`config.mk`:
```
export PLATFORM = sky130hd
export DESIGN_NAME = block_instr_sequencer
export DESIGN_NICKNAME = d
export VERILOG_FILES = /design/src/rtl/block_instr_sequencer_pkg.sv /design/src/rtl/block_instr_sequencer_instr_decoder.sv /design/src/rtl/block_instr_sequencer.sv
export SDC_FILE = /design/constraint.sdc
export NUM_CORES = 1
export LEC_CHECK = 0
export BUFFER_PORTS_ARGS = -buffer_cell sky130_fd_sc_hd__buf_4
export CORE_UTILIZATION = 57
export DETAILED_ROUTE_END_ITERATION = 12
export PLACE_DENSITY_LB_ADDON = 0.25
export SKIP_CTS_REPAIR_TIMING = 1
export SLEW_MARGIN = 40
export SYNTH_ARGS = -nofsm -noshare
export SYNTH_HDL_FRONTEND = slang
export SYNTH_SLANG_ARGS = --single-unit
```
`constraint.sdc`:
```
create_clock -name clk -period 10.83 [get_ports clk]
set_input_delay 0 -clock clk [delete_from_list [all_inputs] [get_ports clk]]
set_output_delay 0 -clock clk [all_outputs]
set_load 0.01 [all_outputs]
```
`src/rtl/block_instr_sequencer_pkg.sv`:
```
// ---------------------------------------------------------------------------
// seq_pkg
// Shared types and constants for the block instruction sequencer.
//
// Instruction word layout (32 bits):
//   [31:26] opcode
//   [25]    commit_flag   (carried through to the pipeline, not used here)
//   [24]    src_a_reg     1 = src_a names a channel register
//   [23]    src_b_reg
//   [22]    src_c_reg
//   [21:20] reserved
//   [19:16] dest
//   [15:12] src_a
//   [11:8]  src_b
//   [7:4]   src_c
//   [3:0]   immediate / modifier bits (used by the branch datapaths only)
//
// Contents:
//   seq_state_t        sequencer FSM states
//   INSTR_BRANCH_*     execute branch identifiers
//   BLOCK_INSTR_*      opcodes
//   decoded_t          decoder output bundle
//   issue_hazard()     combined RAW / WAW / accumulator hazard check
// ---------------------------------------------------------------------------
package seq_pkg;

  localparam int INSTR_W   = 32;
  localparam int OPCODE_W  = 6;
  localparam int REG_IDX_W = 4;
  localparam int BRANCH_W  = 3;

  typedef enum logic [1:0] {
    IDLE,
    FETCH,
    ISSUE,
    DRAIN
  } seq_state_t;

  // Execute branches
  localparam logic [BRANCH_W-1:0] INSTR_BRANCH_MADD  = 3'd0;
  localparam logic [BRANCH_W-1:0] INSTR_BRANCH_MAC   = 3'd1;
  localparam logic [BRANCH_W-1:0] INSTR_BRANCH_MISC  = 3'd2;
  localparam logic [BRANCH_W-1:0] INSTR_BRANCH_DELAY = 3'd3;
  localparam logic [BRANCH_W-1:0] INSTR_BRANCH_LUT   = 3'd4;
  localparam logic [BRANCH_W-1:0] INSTR_BRANCH_MEM   = 3'd5;
  localparam logic [BRANCH_W-1:0] INSTR_BRANCH_EXT   = 3'd6;

  // Opcodes
  localparam logic [OPCODE_W-1:0] BLOCK_INSTR_NOP     = 6'h00;
  localparam logic [OPCODE_W-1:0] BLOCK_INSTR_MADD    = 6'h01;  // dest = a*b + c
  localparam logic [OPCODE_W-1:0] BLOCK_INSTR_MAC     = 6'h02;  // acc += a*b
  localparam logic [OPCODE_W-1:0] BLOCK_INSTR_MOV     = 6'h03;  // dest = a
  localparam logic [OPCODE_W-1:0] BLOCK_INSTR_MOV_ACC = 6'h04;  // dest = acc
  localparam logic [OPCODE_W-1:0] BLOCK_INSTR_DELAY   = 6'h05;  // dest = delayline(a)
  localparam logic [OPCODE_W-1:0] BLOCK_INSTR_LUT     = 6'h06;  // dest = lut(a)
  localparam logic [OPCODE_W-1:0] BLOCK_INSTR_LOAD    = 6'h07;  // dest = mem
  localparam logic [OPCODE_W-1:0] BLOCK_INSTR_STORE   = 6'h08;  // mem = a
  localparam logic [OPCODE_W-1:0] BLOCK_INSTR_EXT_OUT = 6'h09;  // external port = a

  typedef struct packed {
    logic [REG_IDX_W-1:0] dest;
    logic [REG_IDX_W-1:0] src_a;
    logic [REG_IDX_W-1:0] src_b;
    logic [REG_IDX_W-1:0] src_c;
    logic                 src_a_reg;
    logic                 src_b_reg;
    logic                 src_c_reg;
    logic                 arg_a_needed;
    logic                 arg_b_needed;
    logic                 arg_c_needed;
    logic                 writes_channel;
    logic                 writes_acc;
    logic                 accumulator_needed;
  } decoded_t;

  // busy_* are the scoreboard bits addressed by the instruction's register
  // fields; acc_empty/acc_full describe the in-flight MAC counter.
  function automatic logic issue_hazard(
    input decoded_t d,
    input logic     busy_a,
    input logic     busy_b,
    input logic     busy_c,
    input logic     busy_dest,
    input logic     acc_empty,
    input logic     acc_full
  );
    logic raw;
    logic waw;
    logic acc_wait;
    raw = (d.arg_a_needed && d.src_a_reg && busy_a) ||
          (d.arg_b_needed && d.src_b_reg && busy_b) ||
          (d.arg_c_needed && d.src_c_reg && busy_c);
    waw = d.writes_channel && busy_dest;
    acc_wait = (d.accumulator_needed && !acc_empty) ||
               (d.writes_acc && acc_full);
    return raw || waw || acc_wait;
  endfunction

endpackage

```
`src/rtl/block_instr_sequencer_instr_decoder.sv`:
```
// ---------------------------------------------------------------------------
// instr_decoder
// Purely combinational decode of one program word into the operand/result
// usage the sequencer needs for hazard tracking.
//
// Ports:
//   instr  in   32   program word
//   dec    out  decoded_t  register fields plus usage flags
//
// Results going to the MAC accumulator or to the external port are not
// channel-register writes, so they never mark the scoreboard.
// ---------------------------------------------------------------------------
module instr_decoder
  import seq_pkg::*;
(
  input  logic [INSTR_W-1:0] instr,
  output decoded_t           dec
);

  logic [OPCODE_W-1:0] opcode;
  logic [BRANCH_W-1:0] branch;
  logic                has_dest;
  logic                unused_fields;

  assign opcode = instr[31:26];

  // commit_flag, reserved and immediate bits belong to the datapaths.
  assign unused_fields = ^{instr[25], instr[21:20], instr[3:0]};

  always_comb begin
    dec                = '0;
    branch             = INSTR_BRANCH_MISC;
    has_dest           = 1'b0;
    dec.dest           = instr[19:16];
    dec.src_a          = instr[15:12];
    dec.src_b          = instr[11:8];
    dec.src_c          = instr[7:4];
    dec.src_a_reg      = instr[24];
    dec.src_b_reg      = instr[23];
    dec.src_c_reg      = instr[22];

    case (opcode)
      BLOCK_INSTR_MADD: begin
        branch           = INSTR_BRANCH_MADD;
        dec.arg_a_needed = 1'b1;
        dec.arg_b_needed = 1'b1;
        dec.arg_c_needed = 1'b1;
        has_dest         = 1'b1;
      end
      BLOCK_INSTR_MAC: begin
        branch           = INSTR_BRANCH_MAC;
        dec.arg_a_needed = 1'b1;
        dec.arg_b_needed = 1'b1;
        dec.writes_acc   = 1'b1;
      end
      BLOCK_INSTR_MOV: begin
        branch           = INSTR_BRANCH_MISC;
        dec.arg_a_needed = 1'b1;
        has_dest         = 1'b1;
      end
      BLOCK_INSTR_MOV_ACC: begin
        branch                 = INSTR_BRANCH_MISC;
        dec.accumulator_needed = 1'b1;
        has_dest               = 1'b1;
      end
      BLOCK_INSTR_DELAY: begin
        branch           = INSTR_BRANCH_DELAY;
        dec.arg_a_needed = 1'b1;
        has_dest         = 1'b1;
      end
      BLOCK_INSTR_LUT: begin
        branch           = INSTR_BRANCH_LUT;
        dec.arg_a_needed = 1'b1;
        has_dest         = 1'b1;
      end
      BLOCK_INSTR_LOAD: begin
        branch   = INSTR_BRANCH_MEM;
        has_dest = 1'b1;
      end
      BLOCK_INSTR_STORE: begin
        branch           = INSTR_BRANCH_MEM;
        dec.arg_a_needed = 1'b1;
      end
      BLOCK_INSTR_EXT_OUT: begin
        branch           = INSTR_BRANCH_EXT;
        dec.arg_a_needed = 1'b1;
        has_dest         = 1'b1;
      end
      default: begin
        // NOP and unallocated opcodes: no operands, no result.
        branch = INSTR_BRANCH_MISC;
      end
    endcase

    dec.writes_channel = has_dest &&
                         (branch != INSTR_BRANCH_EXT) &&
                         (branch != INSTR_BRANCH_MAC);
  end

endmodule

```
`src/rtl/block_instr_sequencer.sv`:
```
// ---------------------------------------------------------------------------
// block_instr_sequencer
// Per-sample instruction sequencer. Each accepted sample_tick walks the block
// program: FETCH drives the read address, ISSUE decodes the returned word,
// holds on hazards and offers it on a valid/ready handshake, DRAIN waits for
// every in-flight register write and MAC to retire before pulsing
// sample_done.
//
// Ports:
//   clk           in   1        system clock
//   reset         in   1        synchronous, active-high
//   sample_tick   in   1        start-of-sample pulse
//   n_instrs      in   AW+1     program length, captured on an accepted tick
//   instr_addr    out  AW       program memory read address
//   instr_rdata   in   32       program word, valid one cycle after instr_addr
//   issue_valid   out  1        issue_instr is valid
//   issue_ready   in   1        pipeline accepts the instruction
//   issue_instr   out  32       instruction being offered
//   wb_valid      in   1        a channel register write has retired
//   wb_reg        in   4        register retired by wb_valid
//   acc_retire    in   1        a MAC-branch instruction has retired
//   busy          out  1        sequencer not idle
//   sample_done   out  1        one-cycle pulse once the program has drained
//   overrun       out  1        sticky: tick arrived while busy / on sample_done
//   stall_cycles  out  16       saturating count of hazard-held ISSUE cycles
// ---------------------------------------------------------------------------
module block_instr_sequencer
  import seq_pkg::*;
#(
  parameter int PROG_DEPTH = 64,
  parameter int N_REGS     = 16,
  parameter int ACC_CNT_W  = 4
) (
  input  logic                          clk,
  input  logic                          reset,
  input  logic                          sample_tick,
  input  logic [$clog2(PROG_DEPTH):0]   n_instrs,
  output logic [$clog2(PROG_DEPTH)-1:0] instr_addr,
  input  logic [INSTR_W-1:0]            instr_rdata,
  output logic                          issue_valid,
  input  logic                          issue_ready,
  output logic [INSTR_W-1:0]            issue_instr,
  input  logic                          wb_valid,
  input  logic [REG_IDX_W-1:0]          wb_reg,
  input  logic                          acc_retire,
  output logic                          busy,
  output logic                          sample_done,
  output logic                          overrun,
  output logic [15:0]                   stall_cycles
);

  localparam int ADDR_W = $clog2(PROG_DEPTH);
  localparam int LEN_W  = ADDR_W + 1;

  seq_state_t             state_reg, state_next;
  logic [ADDR_W-1:0]      pc_reg, pc_next;
  logic [LEN_W-1:0]       len_reg, len_next;
  logic [LEN_W-1:0]       pc_plus1;
  logic [N_REGS-1:0]      sb_reg, sb_next, sb_set, sb_clr;
  logic [ACC_CNT_W-1:0]   acc_cnt_reg, acc_cnt_next;
  logic [15:0]            stall_reg, stall_next;
  logic                   overrun_reg, overrun_next;
  logic                   done_reg, done_next;

  decoded_t               dec;
  logic                   in_issue;
  logic                   hazard;
  logic                   xfer;
  logic                   acc_inc;
  logic                   acc_dec;
  logic                   tick_rejected;

  // The read address is held at pc throughout ISSUE, so the memory keeps
  // presenting the same word; that is what keeps issue_instr stable while
  // the handshake is back-pressured.
  instr_decoder u_decoder (
    .instr (instr_rdata),
    .dec   (dec)
  );

  assign in_issue = (state_reg == ISSUE);

  assign hazard = issue_hazard(dec,
                               sb_reg[dec.src_a],
                               sb_reg[dec.src_b],
                               sb_reg[dec.src_c],
                               sb_reg[dec.dest],
                               acc_cnt_reg == '0,
                               acc_cnt_reg == '1);

  // Hazards can only clear while waiting (retires), never reappear, since
  // the scoreboard and the counter only grow on our own transfer. Hence
  // issue_valid does not drop once raised.
  assign issue_valid = in_issue && !hazard;
  assign xfer        = issue_valid && issue_ready;
  assign issue_instr = in_issue ? instr_rdata : '0;

  assign pc_plus1 = LEN_W'(pc_reg) + LEN_W'(1);

  // A tick is only taken in IDLE and not in the cycle sample_done is shown.
  assign tick_rejected = sample_tick && ((state_reg != IDLE) || done_reg);

  // ------------------------------------------------------------------
  // Scoreboard: set on issue of a channel write, cleared on write-back.
  // A set and a clear of the same bit in one cycle leaves it set.
  // ------------------------------------------------------------------
  genvar gi;
  generate
    for (gi = 0; gi < N_REGS; gi++) begin : g_sb
      assign sb_set[gi]  = xfer && dec.writes_channel &&
                           (dec.dest == REG_IDX_W'(gi));
      assign sb_clr[gi]  = wb_valid && (wb_reg == REG_IDX_W'(gi));
      assign sb_next[gi] = sb_set[gi] || (sb_reg[gi] && !sb_clr[gi]);
    end
  endgenerate

  // ------------------------------------------------------------------
  // In-flight MAC counter. A retire with nothing in flight is dropped;
  // a retire paired with an issue cancels out.
  // ------------------------------------------------------------------
  assign acc_inc = xfer && dec.writes_acc;
  assign acc_dec = acc_retire && ((acc_cnt_reg != '0) || acc_inc);

  always_comb begin
    acc_cnt_next = acc_cnt_reg;
    if (acc_inc && !acc_dec) begin
      acc_cnt_next = acc_cnt_reg + ACC_CNT_W'(1);
    end else if (!acc_inc && acc_dec) begin
      acc_cnt_next = acc_cnt_reg - ACC_CNT_W'(1);
    end
  end

  assign stall_next   = (in_issue && hazard && (stall_reg != 16'hFFFF)) ?
                        stall_reg + 16'd1 : stall_reg;
  assign overrun_next = overrun_reg || tick_rejected;

  // ------------------------------------------------------------------
  // FSM next state
  // ------------------------------------------------------------------
  always_comb begin
    state_next = state_reg;
    pc_next    = pc_reg;
    len_next   = len_reg;
    done_next  = 1'b0;

    case (state_reg)
      IDLE: begin
        if (sample_tick && !done_reg) begin
          len_next   = n_instrs;
          pc_next    = '0;
          state_next = (n_instrs == '0) ? DRAIN : FETCH;
        end
      end
      FETCH: begin
        state_next = ISSUE;
      end
      ISSUE: begin
        if (xfer) begin
          pc_next    = pc_reg + ADDR_W'(1);
          state_next = (pc_plus1 == len_reg) ? DRAIN : FETCH;
        end
      end
      DRAIN: begin
        if ((sb_reg == '0) && (acc_cnt_reg == '0)) begin
          done_next  = 1'b1;
          state_next = IDLE;
        end
      end
      default: begin
        state_next = IDLE;
      end
    endcase
  end

  // ------------------------------------------------------------------
  // State registers
  // ------------------------------------------------------------------
  always_ff @(posedge clk) begin
    if (reset) begin
      state_reg   <= IDLE;
      pc_reg      <= '0;
      len_reg     <= '0;
      sb_reg      <= '0;
      acc_cnt_reg <= '0;
      stall_reg   <= '0;
      overrun_reg <= 1'b0;
      done_reg    <= 1'b0;
    end else begin
      state_reg   <= state_next;
      pc_reg      <= pc_next;
      len_reg     <= len_next;
      sb_reg      <= sb_next;
      acc_cnt_reg <= acc_cnt_next;
      stall_reg   <= stall_next;
      overrun_reg <= overrun_next;
      done_reg    <= done_next;
    end
  end

  assign instr_addr   = pc_reg;
  assign busy         = (state_reg != IDLE);
  assign sample_done  = done_reg;
  assign overrun      = overrun_reg;
  assign stall_cycles = stall_reg;

endmodule
```
# --- Yosys cells after proc, flatten, opt, wreduce, memory -nomap -nowiden ---
# Cells that the tools add are included.
totals:
  input_bits: 49
  ff_bits: 53
  word_cells: 230
  out_inout_bits: 58
classes:
  n_reduce_logical: 134
  n_lt_le_gt_ge: 4
  eq_ne: 50
  addsub: 5
  n_mux: 28
  n_bitwise: 1
op_table:
  columns: ["cell", "n"]
  rows:
  - ["logical AND 1 bit", 71]
  - ["== test 4 bit, second input constant", 17]
  - ["== test 4 x 3 -> 1 bit, second input constant", 8]
  - ["2-to-1 mux 32 bit", 1]
  - ["== test 6 x 3 -> 1 bit, second input constant", 4]
  - ["logical OR 1 bit", 24]
  - ["logical NOT 1 bit", 21]
  - ["< comparator 4 x 5 -> 1 bit, second input constant", 4]
  - ["one-hot mux 3 bit (6 select lines)", 1]
  - ["adder 16 x 1 -> 16 bit, second input constant", 1]
  - ["binary-select mux 1 bit (select 4 bit)", 4]
  - ["== test 4 x 2 -> 1 bit, second input constant", 4]
  - ["logical NOT 16 bit", 1]
  - ["!= test 16 bit, second input constant", 1]
  - ["OR reduction 7 bit", 2]
  - ["== test 6 x 2 -> 1 bit, second input constant", 2]
  - ["== test 6 x 4 -> 1 bit, second input constant", 2]
  - ["logical NOT 4 bit", 3]
  - ["2-to-1 mux 6 bit", 2]
  - ["one-hot mux 6 bit (2 select lines)", 1]
  - ["2-to-1 mux 1 bit", 11]
  - ["2-to-1 mux 2 bit", 5]
  - ["== test 4 x 1 -> 1 bit, second input constant", 2]
  - ["2-to-1 mux 4 bit", 2]
  - ["21 further kinds", 28]

# --- Depth between registers and ports, before layout ---
depth:
  depth_word: 18
  mapped_depth: 16
  depth_no_buf: 15

# --- Hierarchy ---
# Synthesis repeated with hierarchy kept, for this count alone.
unflattened:
  cells_unflattened: 482
  hier_area_um2: 4013.8
modules_own_cells:
  columns: ["module", "instances", "cells_per_inst", "seq_area_each_um2", "area_each_um2"]
  rows:
  - ["block_instr_sequencer", 1, 449, 1061.0, 3776.1]
  - ["instr_decoder", 1, 33, 0.0, 237.7]

# --- Worst setup path after synthesis ---
# No wires, ideal clock.
synth_timing:
  kind: "register -> register"
  start: "register sb_reg[13]"
  end: "register acc_cnt_reg[3]"
  t_arrival_ps: 3343
  path_buffers: 0
  setup_slack_ps: 7416
  setup_ps: 71
  stages_incl_launch_ff: 16
  synth_period_minus_slack_ps: 3414
  required_ps: 10759
  cell_sequence: "dfxtp_1 mux4_2 mux2i_1 nand2_1 a211o_1 nor4_4 and3_1 o21ai_0 ha_1 inv_1 ha_1 a21o_1 a21oi_1 xnor2_1 or3_1 a21oi_1"
synth_via:
  elab_chain_cells: 16
  elab_cells_between_ends: 28
  classes_between: "mux: 9; reduce/logical: 19"
synth_rtl:
  columns: ["element", "line_no", "text"]
  rows:
  - ["start, declared", "block_instr_sequencer.sv:59", "logic [N_REGS-1:0] sb_reg, sb_next, sb_set, sb_clr;"]
  - ["start signal, assigned", "block_instr_sequencer.sv:192", "sb_reg <= sb_next;"]
  - ["binary-select mux 1 bit (select 4 bit) (on tied branches)", "block_instr_sequencer.sv:84, block_instr_sequencer.sv:85", null]
  - ["2-to-1 mux 1 bit (on tied branches)", "block_instr_sequencer.sv:84, block_instr_sequencer.sv:85", null]
  - ["logical AND 1 bit (on tied branches)", "block_instr_sequencer_pkg.sv:90, block_instr_sequencer_pkg.sv:91", null]
  - ["logical OR 1 bit", "block_instr_sequencer_pkg.sv:90", "raw = (d.arg_a_needed && d.src_a_reg && busy_a) ||"]
  - ["logical OR 1 bit", "block_instr_sequencer_pkg.sv:91", "(d.arg_b_needed && d.src_b_reg && busy_b) ||"]
  - ["logical OR 1 bit (*) (2 in a row)", "block_instr_sequencer_pkg.sv:96", "return raw || waw || acc_wait;"]
  - ["logical NOT 1 bit (*)", "block_instr_sequencer.sv:94", "assign issue_valid = in_issue && !hazard;"]
  - ["logical AND 1 bit (*)", "block_instr_sequencer.sv:94", null]
  - ["logical AND 1 bit (*)", "block_instr_sequencer.sv:95", "assign xfer = issue_valid && issue_ready;"]
  - ["logical AND 1 bit (*)", "block_instr_sequencer.sv:121", "assign acc_inc = xfer && dec.writes_acc;"]
  - ["logical OR 1 bit", "block_instr_sequencer.sv:122", "assign acc_dec = acc_retire && ((acc_cnt_reg != '0) || acc_inc);"]
  - ["logical AND 1 bit", "block_instr_sequencer.sv:122", null]
  - ["logical NOT 1 bit", "block_instr_sequencer.sv:126", "if (acc_inc && !acc_dec) begin"]
  - ["logical AND 1 bit", "block_instr_sequencer.sv:126", null]
  - ["2-to-1 mux 4 bit / nonzero test 2 bit (equally long branches)", null, null]
  - ["end signal, assigned", "block_instr_sequencer.sv:193", "acc_cnt_reg <= acc_cnt_next;"]
  - ["end, declared", "block_instr_sequencer.sv:60", "logic [ACC_CNT_W-1:0] acc_cnt_reg, acc_cnt_next;"]
# Mark *: on every way between the ends. The rest lies on a longest branch, timed or not. The select of a mux whose other input is x is not followed.
# A chain may end at the register's enable or synchronous reset.

# --- Worst setup path after layout ---
# Same ends and word-level chain as after synthesis.

==> reports/qor.csv <==
stage;metric;value;unit
layout;Design Area, Final;4649;um^2
critical_path;buffers and inverters on the worst path;1;
floorplanning;Initial Util;0.6034;
synth;syn_area_per_cell;8.038;um^2
clocking;register clock-pin slew on the reported worst setup and hold paths;100;ps
critical_path;WP data arrival;4030;ps
global_route;first-pass GRT wire length;15410;um
layout;share of cells above drive strength 1;0.2590;
layout;Area growth syn-to-layout;27.13;%
min_path;worst hold endpoint;state_reg[0];
power;Comb pwr share;0.278;
layout;area occupied by multi-input gates;2484;um^2
synth;FF+latch count, synth;53;
clocking;CTS tree;yes;
power;Int Pwr;0.3161;mW
timing;RSZ-0062 raised after global routing;false;
timing;Final period util;0.3504;
power;Clock power frac;0.250;
global_route;GRT Max-Usage Layer;met2;
critical_path;crit path max-delay cell type;mux4_2;
floorplanning;core area;6061;um^2
status;status;completed;
critical_path;worst flop-to-flop path endpoint;acc_cnt_reg[3];
routing;DR iter-0 viols;315;
placed_design;DP Area;4472;um^2
synth;cell area after synthesis;3657;um^2
clocking;Clock Path Buffers;2;
global_route;initial antenna violation count;0;
synth;Post-Synthesis Cells;455;
timing;Slew @ Worst Pin;651.2;ps
routing;DRT Pass-1 Iters;5;
placed_design;IO buf count;106;
clocking;clk root buf;clkbuf_8;
floorplanning;die height;82.10;um
clocking;H-tree depth;2;
timing;Final Hold Vio Count;0;
synth;Yosys warning total;0;
min_path;worst hold path type;in2reg;
critical_path;Critical Path RT;11060;ps
synth;Synth cell types;50;
layout;register area;1061;um^2
layout;Non-Filler Instances;631;
routing;drc violations;0;
critical_path;CP cell instances;mux4_2 > mux2i_1 > nand2_1 > a211o_1 > nor4_4 > and3_1 > o21ai_0 > ha_1 > inv_1 > ha_1 > a21o_1 > a21oi_1 > xnor2_1 > or3_1 > a21oi_1;
synth;Post-synth ARST share;0;
min_path;worst hold start;issue_ready;
power;PwrDens;98.92;nW/um^2
synth;share of the yosys chip area belonging to registers;0.2901;
synth;top cell type's share of synthesized area;0.2901;
routing;Avg WL per Cell;16.05;um
global_route;vias in the first global route;3309;
power;worst vdd ir;0.08031;mV
synth;dominant synthesized flop cell;dfxtp_1;
critical_path;worst reg2reg startpoint;sb_reg[13];
clocking;worst-skew pair later-pin latency;300;ps
power;Seq pwr share;0.472;
synth;number of synthesized flops with an enable pin;0;
clocking;CTS sink count;53;
global_route;GRT Util Overall;0.2961;
synth;Commonest cells post-synth;67 x nand2_1, 53 x dfxtp_1, 34 x and2_1;
critical_path;register-to-register setup slack;7030;ps
clocking;Num CTS Buffers;5;
power;leakage power;1.913;nW
timing;Peak Freq;263.5;MHz
timing;Setup Skew;8.330;ps
placed_design;Place WS;6711;ps
floorplanning;die span in x;82.10;um
timing;minimum clock period;3795;ps
power;Power, Total;0.4599;mW
layout;FILL cells;492;
critical_path;CP Class;reg2reg;
layout;Nets;611;
job;max_cap viols;0;
routing;final wirelength;10130;um
timing;final setup fails;0;
global_route;grt ovf;0;
synth;syn_nets;510;
critical_path;Max Fanout on Critical Path;6;
timing;Slew headroom;0.5603;
power;Sw Share;0.3127;
min_path;Worst Hold Depth;3;
global_route;met3 Usage GRT;0.05934;
synth;largest area contributor in the netlist;dfxtp_1;
global_route;GRT met2 Usage;0.5099;
routing;ANT nets after route;0;
synth;count leader, synth;nand2_1;
routing;Vias;3841;
critical_path;R2R depth;15;
power;sw power;0.1438;mW
routing;via-per-instance ratio;6.087;
global_route;met1 Resource Use GR;0.3616;
timing;max-slew violation count;0;
placed_design;detailed placement HPWL;7363;um
placed_design;Placed Cells incl. Taps;615;
critical_path;slowest stage delay, CP;490;ps
floorplanning;Site Rows;28;
timing;setup TNS;0;ps
global_route;maximum number of pins on one net before global-route repair;65;
floorplanning;die area;6740;um^2
critical_path;family with the most delay on the worst path;simple AND/OR/NAND/NOR gates;
layout;antenna cells;0;
timing;Final WS setup;7035;ps
synth;Synth area leaders;dfxtp_1 29%, nand2_1 6.9%, mux4_2 6.8%;
placed_design;gpl congestion;0.9384;
floorplanning;I/O Pins;107;
critical_path;Worst setup SP type;register;
critical_path;Crit. End Element;register;
-- worst register-to-register path: cells and delay by family, from the launching register on --
kind,cells,cell delay (ps)
adder cells (fa/ha/maj),2,450
flip-flops,1,380
AND/OR/NAND/NOR,4,1070
buffers and inverters,1,120
XOR/XNOR,1,90
multiplexers,2,680
AO/OA/AOI/OAI,5,930
-- area by class of cell --
class                   count  share of cell area
well taps                  75             0.02018
multi-input cells         373              0.5342
clock inverters             1            0.001615
flip-flops and latches     53              0.2282
inverters                   6            0.004844
clock buffers               6             0.01776
repair buffers            117              0.1932
-- placed cells by master (no fill, tap or decap), types with 10 or more instances in the layout --
master / n
o22ai_1: 16
a21oi_1: 32
nand2_1: 67
nor2b_1: 19
and2_1: 34
nor2_1: 28
mux2_2: 10
mux4_2: 11
nand3_1: 19
nor3_1: 12
dfxtp_1: 53
mux2i_1: 16
buf_4: 109
-- cell families (layout without fill, tap and decap cells) --
group / count (synthesis) / in the layout / synth area share
xor gates and xnor gates: 11 / 11 / 0.02634
adders and majority gates: 6 / 6 / 0.02258
buffers and inverters: 29 / 130 / 0.03079
DFF: 53 / 53 / 0.2901
AOI/OAI and AO/OA: 84 / 84 / 0.1475
and+or+nand+nor: 235 / 235 / 0.3404
muxes: 37 / 37 / 0.1423
-- per-stage QoR --
step           hold WS (ps)    util
3_5_place_dp          248.4  0.7378
3_3_place_gp          252.9  0.7378
5_1_grt               45.81  0.7671
6_report              38.32  0.7671
4_1_cts              -71.00  0.7527
2_1_floorplan         109.8       -
-- worst max path at each step --
stage               slack [ps]  cells past startpoint        endpoint       start
floorplan                 7420                     15  acc_cnt_reg[3]  sb_reg[13]
global placement          6870                     15  acc_cnt_reg[3]  sb_reg[13]
detailed placement        6710                     15  acc_cnt_reg[3]  sb_reg[13]
CTS                       6680                     15  acc_cnt_reg[3]  sb_reg[13]
global route              6880                     15  acc_cnt_reg[3]  sb_reg[13]
finish                    7030                     15  acc_cnt_reg[3]  sb_reg[13]
-- power groups by stage --
stage | Sequential (mW) | Combinational (mW) | Clock [mW]
6_report | 0.217 | 0.128 | 0.115
4_1_cts | 0.217 | 0.124 | 0.117
3_3_place_gp | 0.220 | 0.119 | 0
3_5_place_dp | 0.222 | 0.123 | 0
2_1_floorplan | 0.218 | 0.0800 | 0
5_1_grt | 0.219 | 0.142 | 0.123
-- layer usage --
layer	share of wire	up-vias	wire length (um)
met1	0.41	1777	4110
met5	0	-	0
met3	0.087	19	877
met4	0.018	0	178
li1	-	1851	-
met2	0.49	194	4959
No activity file was read; power rests on OpenSTA's default activity.
